==> src/rtl/peripheral_dbg_soc_dii_channel.sv <==
// Debug interconnect flit definition shared by the ring router blocks.
package peripheral_dbg_soc_dii_channel;

   typedef struct packed {
      logic        valid;
      logic        last;
      logic [15:0] data;
   } dii_flit;

   // Source index encoding used by the gateway mux and its arbiter.
   localparam logic [1:0] SRC_RING  = 2'd0;
   localparam logic [1:0] SRC_LOCAL = 2'd1;
   localparam logic [1:0] SRC_EXT   = 2'd2;

endpackage

==> src/rtl/peripheral_dbg_soc_ring_router_gateway_arb.sv <==
// 3-way round-robin arbiter for the gateway mux. Produces a one-hot grant,
// follows an externally held lock while a worm is in flight, and rotates its
// priority pointer when a packet's last flit is accepted.
module peripheral_dbg_soc_ring_router_gateway_arb
   import peripheral_dbg_soc_dii_channel::*;
#(
   parameter bit RING_PRIORITY = 1'b1
) (
   input  logic       clk,
   input  logic       rst,
   input  logic [2:0] req,       // bit index = source index
   input  logic       lock,      // worm in flight, grant is pinned
   input  logic [2:0] lock_gnt,  // one-hot grant held by the worm
   input  logic       pkt_end,   // last flit of the granted source accepted
   output logic [2:0] gnt
);

   // Index of the source that currently has the highest round-robin priority.
   logic [1:0] ptr_q;
   logic [1:0] gnt_idx;

   function automatic logic [1:0] wrap_inc(input logic [1:0] idx);
      return (idx == SRC_EXT) ? SRC_RING : idx + 2'd1;
   endfunction

   // Grant selection: lock first, then optional ring priority, then round-robin.
   always_comb begin
      logic [1:0] cand;
      logic       found;
      gnt   = '0;
      cand  = ptr_q;
      found = 1'b0;
      if (lock) begin
         gnt = lock_gnt;
      end else if (RING_PRIORITY && req[SRC_RING]) begin
         gnt[SRC_RING] = 1'b1;
      end else begin
         for (int i = 0; i < 3; i++) begin
            // With ring priority the ring never competes in the rotation.
            if (!found && req[cand] && !(RING_PRIORITY && (cand == SRC_RING))) begin
               gnt[cand] = 1'b1;
               found     = 1'b1;
            end
            cand = wrap_inc(cand);
         end
      end
   end

   // Encode the one-hot grant back to a source index for the pointer update.
   always_comb begin
      gnt_idx = SRC_RING;
      if (gnt[SRC_EXT]) begin
         gnt_idx = SRC_EXT;
      end else if (gnt[SRC_LOCAL]) begin
         gnt_idx = SRC_LOCAL;
      end
   end

   // Finished source drops to lowest priority: the next one in order leads.
   always_ff @(posedge clk or posedge rst) begin
      if (rst) begin
         ptr_q <= SRC_RING;
      end else if (pkt_end) begin
         ptr_q <= wrap_inc(gnt_idx);
      end
   end

endmodule

==> src/rtl/peripheral_dbg_soc_ring_router_gateway_mux.sv <==
// Egress merge of a gateway ring router: pass-through ring, local endpoint and
// external gateway share one outgoing ring link. Packets are forwarded as
// whole worms; the output is a single registered flit buffer.
module peripheral_dbg_soc_ring_router_gateway_mux
   import peripheral_dbg_soc_dii_channel::*;
#(
   parameter bit RING_PRIORITY = 1'b1
) (
   input  logic    clk,
   input  logic    rst,
   input  dii_flit in_ring,
   output logic    in_ring_ready,
   input  dii_flit in_local,
   output logic    in_local_ready,
   input  dii_flit in_ext,
   output logic    in_ext_ready,
   output dii_flit out_ring,
   input  logic    out_ring_ready
);

   typedef enum logic {
      StIdle,
      StWorm
   } state_e;

   state_e     state_q;
   logic [2:0] lock_q;
   dii_flit    out_q;
   dii_flit    out_d;

   logic [2:0] req;
   logic [2:0] gnt;
   dii_flit    sel_flit;
   logic       load_en;
   logic       accept;
   logic       pkt_end;

   assign req = {in_ext.valid, in_local.valid, in_ring.valid};

   // The buffer can take a flit when empty or when its flit leaves this cycle.
   assign load_en = !out_q.valid || out_ring_ready;

   peripheral_dbg_soc_ring_router_gateway_arb #(
      .RING_PRIORITY (RING_PRIORITY)
   ) u_arb (
      .clk      (clk),
      .rst      (rst),
      .req      (req),
      .lock     (state_q == StWorm),
      .lock_gnt (lock_q),
      .pkt_end  (pkt_end),
      .gnt      (gnt)
   );

   // Readies are held low for as long as reset is asserted.
   assign in_ring_ready  = gnt[SRC_RING]  && load_en && !rst;
   assign in_local_ready = gnt[SRC_LOCAL] && load_en && !rst;
   assign in_ext_ready   = gnt[SRC_EXT]   && load_en && !rst;

   // Flit mux driven by the one-hot grant.
   always_comb begin
      sel_flit = '0;
      unique case (gnt)
         3'b001:  sel_flit = in_ring;
         3'b010:  sel_flit = in_local;
         3'b100:  sel_flit = in_ext;
         default: sel_flit = '0;
      endcase
   end

   assign accept  = sel_flit.valid && load_en && !rst;
   assign pkt_end = accept && sel_flit.last;

   // Next output buffer contents: new flit on accept, drain on an empty load.
   always_comb begin
      out_d = out_q;
      if (load_en) begin
         if (accept) begin
            out_d.valid = 1'b1;
            out_d.last  = sel_flit.last;
            out_d.data  = sel_flit.data;
         end else begin
            out_d.valid = 1'b0;
         end
      end
   end

   // Output flit register; out_ring is driven straight from these flops.
   always_ff @(posedge clk or posedge rst) begin
      if (rst) begin
         out_q <= '0;
      end else begin
         out_q <= out_d;
      end
   end

   // Worm FSM: lock the grant after a non-last first flit, release on last.
   always_ff @(posedge clk or posedge rst) begin
      if (rst) begin
         state_q <= StIdle;
         lock_q  <= '0;
      end else begin
         case (state_q)
            StIdle: begin
               if (accept && !sel_flit.last) begin
                  state_q <= StWorm;
                  lock_q  <= gnt;
               end
            end
            StWorm: begin
               if (pkt_end) begin
                  state_q <= StIdle;
                  lock_q  <= '0;
               end
            end
            default: begin
               state_q <= StIdle;
               lock_q  <= '0;
            end
         endcase
      end
   end

   assign out_ring = out_q;

endmodule

==> config.mk <==
export PLATFORM = sky130hd
export DESIGN_NAME = peripheral_dbg_soc_ring_router_gateway_mux
export DESIGN_NICKNAME = d
export VERILOG_FILES = /design/src/rtl/peripheral_dbg_soc_dii_channel.sv /design/src/rtl/peripheral_dbg_soc_ring_router_gateway_arb.sv /design/src/rtl/peripheral_dbg_soc_ring_router_gateway_mux.sv
export SDC_FILE = /design/constraint.sdc
export NUM_CORES = 1
export LEC_CHECK = 0
export CAP_MARGIN = 15
export CELL_PAD_IN_SITES_DETAIL_PLACEMENT = 0
export CELL_PAD_IN_SITES_GLOBAL_PLACEMENT = 1
export CORE_UTILIZATION = 47
export DETAILED_ROUTE_END_ITERATION = 10
export DONT_BUFFER_PORTS = 1
export GPL_TIMING_DRIVEN = 1
export PLACE_DENSITY = 0.86
export SYNTH_ARGS = -nofsm -noshare
export SYNTH_HDL_FRONTEND = slang
export SYNTH_SLANG_ARGS = --single-unit
export TNS_END_PERCENT = 10
==> constraint.sdc <==
create_clock -name clk -period 3.1 [get_ports clk]
set_clock_uncertainty 0.2 [all_clocks]
set_input_delay 0.155 -clock clk [delete_from_list [all_inputs] [get_ports clk]]
set_output_delay 0.155 -clock clk [all_outputs]
set_load 0.05 [all_outputs]
==> impl_table.tex <==
\begin{tabular}{lr}
\hline
Metric & Value \\
\hline
\multicolumn{2}{l}{\textbf{Die}} \\
Core Box Area & 2567 um2 \\
Height of the die & 55.25 um \\
Die area & 3052 um2 \\
\# IOs & 78 \\
Width of the die & 55.25 um \\
Num rows & 18 \\
Effective utilization at floorplan & 51.90\% \\
\multicolumn{2}{l}{\textbf{Clock tree}} \\
Clock latency on the worst-skew pair & 0.31 ns \\
Number of post-CTS setup repair buffers & 0 \\
Maximum clock path buffer count & 2 \\
TritonCTS Buffers & 3 \\
CTS tree & yes \\
Clk root buf & sky130\_fd\_sc\_hd\_\_clkbuf\_4 \\
CTS Sinks & 24 \\
Clock slew at reported path FFs & 0.12 ns \\
Maximum level of the CTS H-tree & 1 \\
\multicolumn{2}{l}{\textbf{Status}} \\
Outcome & complete, no violations \\
\multicolumn{2}{l}{\textbf{Final layout}} \\
Share of the core filled with cells & 69.44\% \\
Ant diodes & 0 \\
Final layout net count & 234 \\
Fraction of final layout cells sized beyond drive strength 1 & 12.57\% \\
Layout area overhead & 33.80\% \\
\multicolumn{2}{l}{\textbf{Worst setup path}} \\
Critical path startpoint category & flop \\
Worst-case reg-to-reg path depth & 8 \\
Crit path arrival time & 2.88 ns \\
Cell-by-cell trace of the critical path & nand2\_1 -> or2\_1 -> a211oi\_2 -> buf\_4 -> a31oi\_2 -> a21oi\_1 -> o22ai\_1 -> dlygate4sd3\_1 \\
Crit end category & flop \\
Slowest-stage cell, CP & sky130\_fd\_sc\_hd\_\_dfrtp\_1 \\
WP data required & 3.10 ns \\
Stage delay of the slowest cell on the critical path & 0.59 ns \\
Critical path class & flop to flop \\
CP max FO & 19 \\
\multicolumn{2}{l}{\textbf{STA}} \\
Achievable clock frequency & 0.3467 GHz \\
Share of the clock period used by the worst path after layout & 93.03\% \\
Total negative setup slack & 0 ns \\
Hold Violations, Final & 0 \\
Setup-failing EPs final & 0 \\
Worst slew margin relative to its limit & 65.87\% \\
Unrepaired setup endpoints after global routing & false \\
Minimum clock period & 2.884 ns \\
Worst Max-Slew Pin Slew & 0.5120 ns \\
Final slew viol count & 0 \\
\multicolumn{2}{l}{\textbf{Drt}} \\
TritonRoute pass-1 iters & 5 \\
Wire length reported by the detailed router & 3.633 mm \\
Number of DRC violations after detailed-routing iteration 0 & 137 \\
Post-DR wirelength/cell & 17.72 um \\
Final ANT Viol Nets & 0 \\
Vias per Instance & 6.463 \\
Total number of vias & 1,325 \\
\# DRC & 0 \\
\multicolumn{2}{l}{\textbf{Logic synthesis}} \\
Top flip-flop cell by instance count after synthesis & sky130\_fd\_sc\_hd\_\_dfrtp\_1 \\
Post-synthesis area per instance & 9.944 um2 \\
Most numerous cell in the Yosys netlist & sky130\_fd\_sc\_hd\_\_dfrtp\_1 \\
Async set-reset flop share out of synthesis & 100.0\% \\
Synth top area share & 45.07\% \\
Commonest cells post-synth & sky130\_fd\_sc\_hd\_\_dfrtp\_1, sky130\_fd\_sc\_hd\_\_a21oi\_1, sky130\_fd\_sc\_hd\_\_nor2\_1, sky130\_fd\_sc\_hd\_\_a222oi\_1, sky130\_fd\_sc\_hd\_\_nand2\_1 \\
Synth Register Bits & 24 \\
Count of synthesis-stage warnings from yosys & 0 \\
Cell type with the largest total area after synthesis & sky130\_fd\_sc\_hd\_\_dfrtp\_1 \\
Post-synthesis instance area & 1333 um2 \\
Number of different library cells in the post-synthesis netlist & 36 \\
Top post-synthesis cells by area & sky130\_fd\_sc\_hd\_\_dfrtp\_1, sky130\_fd\_sc\_hd\_\_a222oi\_1, sky130\_fd\_sc\_hd\_\_a21oi\_1, sky130\_fd\_sc\_hd\_\_nor2\_1, sky130\_fd\_sc\_hd\_\_nand2\_1 \\
Sequential share of the synthesized area & 45.07\% \\
Post-synth EDFFs & 0 \\
Post-Syn Nets & 191 \\
Post-synthesis cell count & 134 \\
\multicolumn{2}{l}{\textbf{Global route}} \\
Total track usage & 24.00\% \\
Via count of the first global-routing pass & 1,307 \\
Number of antenna violations at the first check in global routing & 0 \\
Pin count of the biggest net entering global routing & 24 \\
Overall overflow remaining after global route & 0 \\
First-pass GRT wire length & 5.913 mm \\
\multicolumn{2}{l}{\textbf{Hold path}} \\
Hold Crit Depth & 4 \\
Worst hold-check path type & input port to flop \\
\multicolumn{2}{l}{\textbf{Flow run}} \\
Total of max-cap violations & 0 \\
\multicolumn{2}{l}{\textbf{Placement}} \\
Detail Placement HPWL & 2.317 mm \\
Buffers added on ports & 0 \\
Final GP Congestion & 0.8767 \\
\multicolumn{2}{l}{\textbf{Power and ir drop}} \\
Power per cell area & 1083 nW/um2 \\
VDD IR max & 0.8297 mV \\
Leakage power summed over all cells & 0.6877 nW \\
\hline
\end{tabular}
flip-flops by register name, summed over array words and instances (netlist names), named ones only:
signal	flops
out_ring	18
u_arb.ptr_q	2
lock_q	3
worst paths after layout:
check | start | to | slack (ns)
worst max-delay path | flop | lock_q[0] | 0.22
max in group asynchronous | rst | out_ring[14] | 2.02
worst min register to register | lock_q[1] | lock_q[1] | 0.38
worst max register to register | flop | lock_q[0] | 0.22
worst min-delay path | in_ext[17] | u_arb.ptr_q[0] | 0.03
min in group asynchronous | rst | async pin | 0.10
what timing repair did:
item | 4_1_cts | 5_1_grt
endpoints found under the hold margin | 48 | 0
hold buffers | 40 | 0
resized for setup | 0 | 1
setup endpoints to repair | 0 | 2
critical path, delay by kind of cell (launching register included):
kind                   cells  cell delay, ns
buffers and inverters      2            0.85
AO/OA/AOI/OAI              4            0.68
flip-flops                 1            0.59
AND/OR/NAND/NOR            2            0.44
cell type report:
type | count | area [um2]
repair buffers | 47 | 452.9
multi-input cells | 98 | 658.1
well taps | 30 | 37.54
inverters | 3 | 11.26
flip-flops and latches | 24 | 600.6
clock buffers | 3 | 22.52
fillers | 205 | 784.5
layer usage:
metal,track usage [%],wire [um],up-vias
li1,-,-,614
met1,30.15,1476,635
met2,41.31,1804,70
met3,7.260,312,6
met4,3.929,39,0
met5,0,0,-
placed cells by master, fill, tap and decap left out, drive strengths merged:
cell / synthesis / final
or2: 1 / 1
nand4: 2 / 2
o31ai: 1 / 1
o21ai: 5 / 5
nor3b: 1 / 1
clkbuf: 0 / 3
a31o: 1 / 1
o2111ai: 1 / 1
o22ai: 1 / 1
dlygate4sd3: 0 / 40
nor2: 19 / 19
a21bo: 1 / 1
and3b: 1 / 1
o21a: 1 / 1
o211ai: 1 / 1
dfrtp: 24 / 24
nand3: 1 / 1
nand2: 9 / 9
nand2b: 1 / 1
a211oi: 1 / 1
a31oi: 2 / 2
a41oi: 1 / 1
inv: 3 / 3
a32oi: 1 / 1
a21boi: 1 / 1
a21oi: 20 / 20
buf: 9 / 7
mux2i: 2 / 2
a2bb2oi: 1 / 1
and2: 1 / 1
a222oi: 16 / 16
a22o: 2 / 2
and3: 1 / 1
mux2: 2 / 2
metrics by stage:
| step | area, um2 | hold WS [ns] | std cells | total power [mW] | worst slack, ns |
|---|---|---|---|---|---|
| after floorplan | 1333 | 0.0003840 | 134 | 1.514 | 1.044 |
| after global placement | 1358 | -0.1236 | 162 | 1.608 | 0.6758 |
| after detailed placement | 1358 | -0.1219 | 162 | 1.627 | 0.6282 |
| after CTS | 1780 | 0.02848 | 205 | 1.910 | 0.2358 |
| after global routing | 1783 | 0.02995 | 205 | 2.053 | 0.001008 |
| final | 1783 | 0.03118 | 205 | 1.930 | 0.2159 |
kinds of logic (layout without fill, tap and decap cells):
group                  after synthesis  in the layout  share of synthesized area (%)
buffers and inverters               12             53                          5.727
AOI/OAI and AO/OA                   57             57                          33.71
muxes                                4              4                          3.192
and+or+nand+nor                     37             37                          12.30
DFF                                 24             24                          45.07
power breakdown:
group          leakage [nW]  switching, mW  internal [mW]  total, mW
clock                0.0138         0.0863         0.0454      0.132
combinational         0.396          0.388          0.382      0.770
sequential            0.278          0.570          0.458       1.03
total                 0.688           1.04          0.886       1.93
No activity file was read; power rests on OpenSTA's default activity.
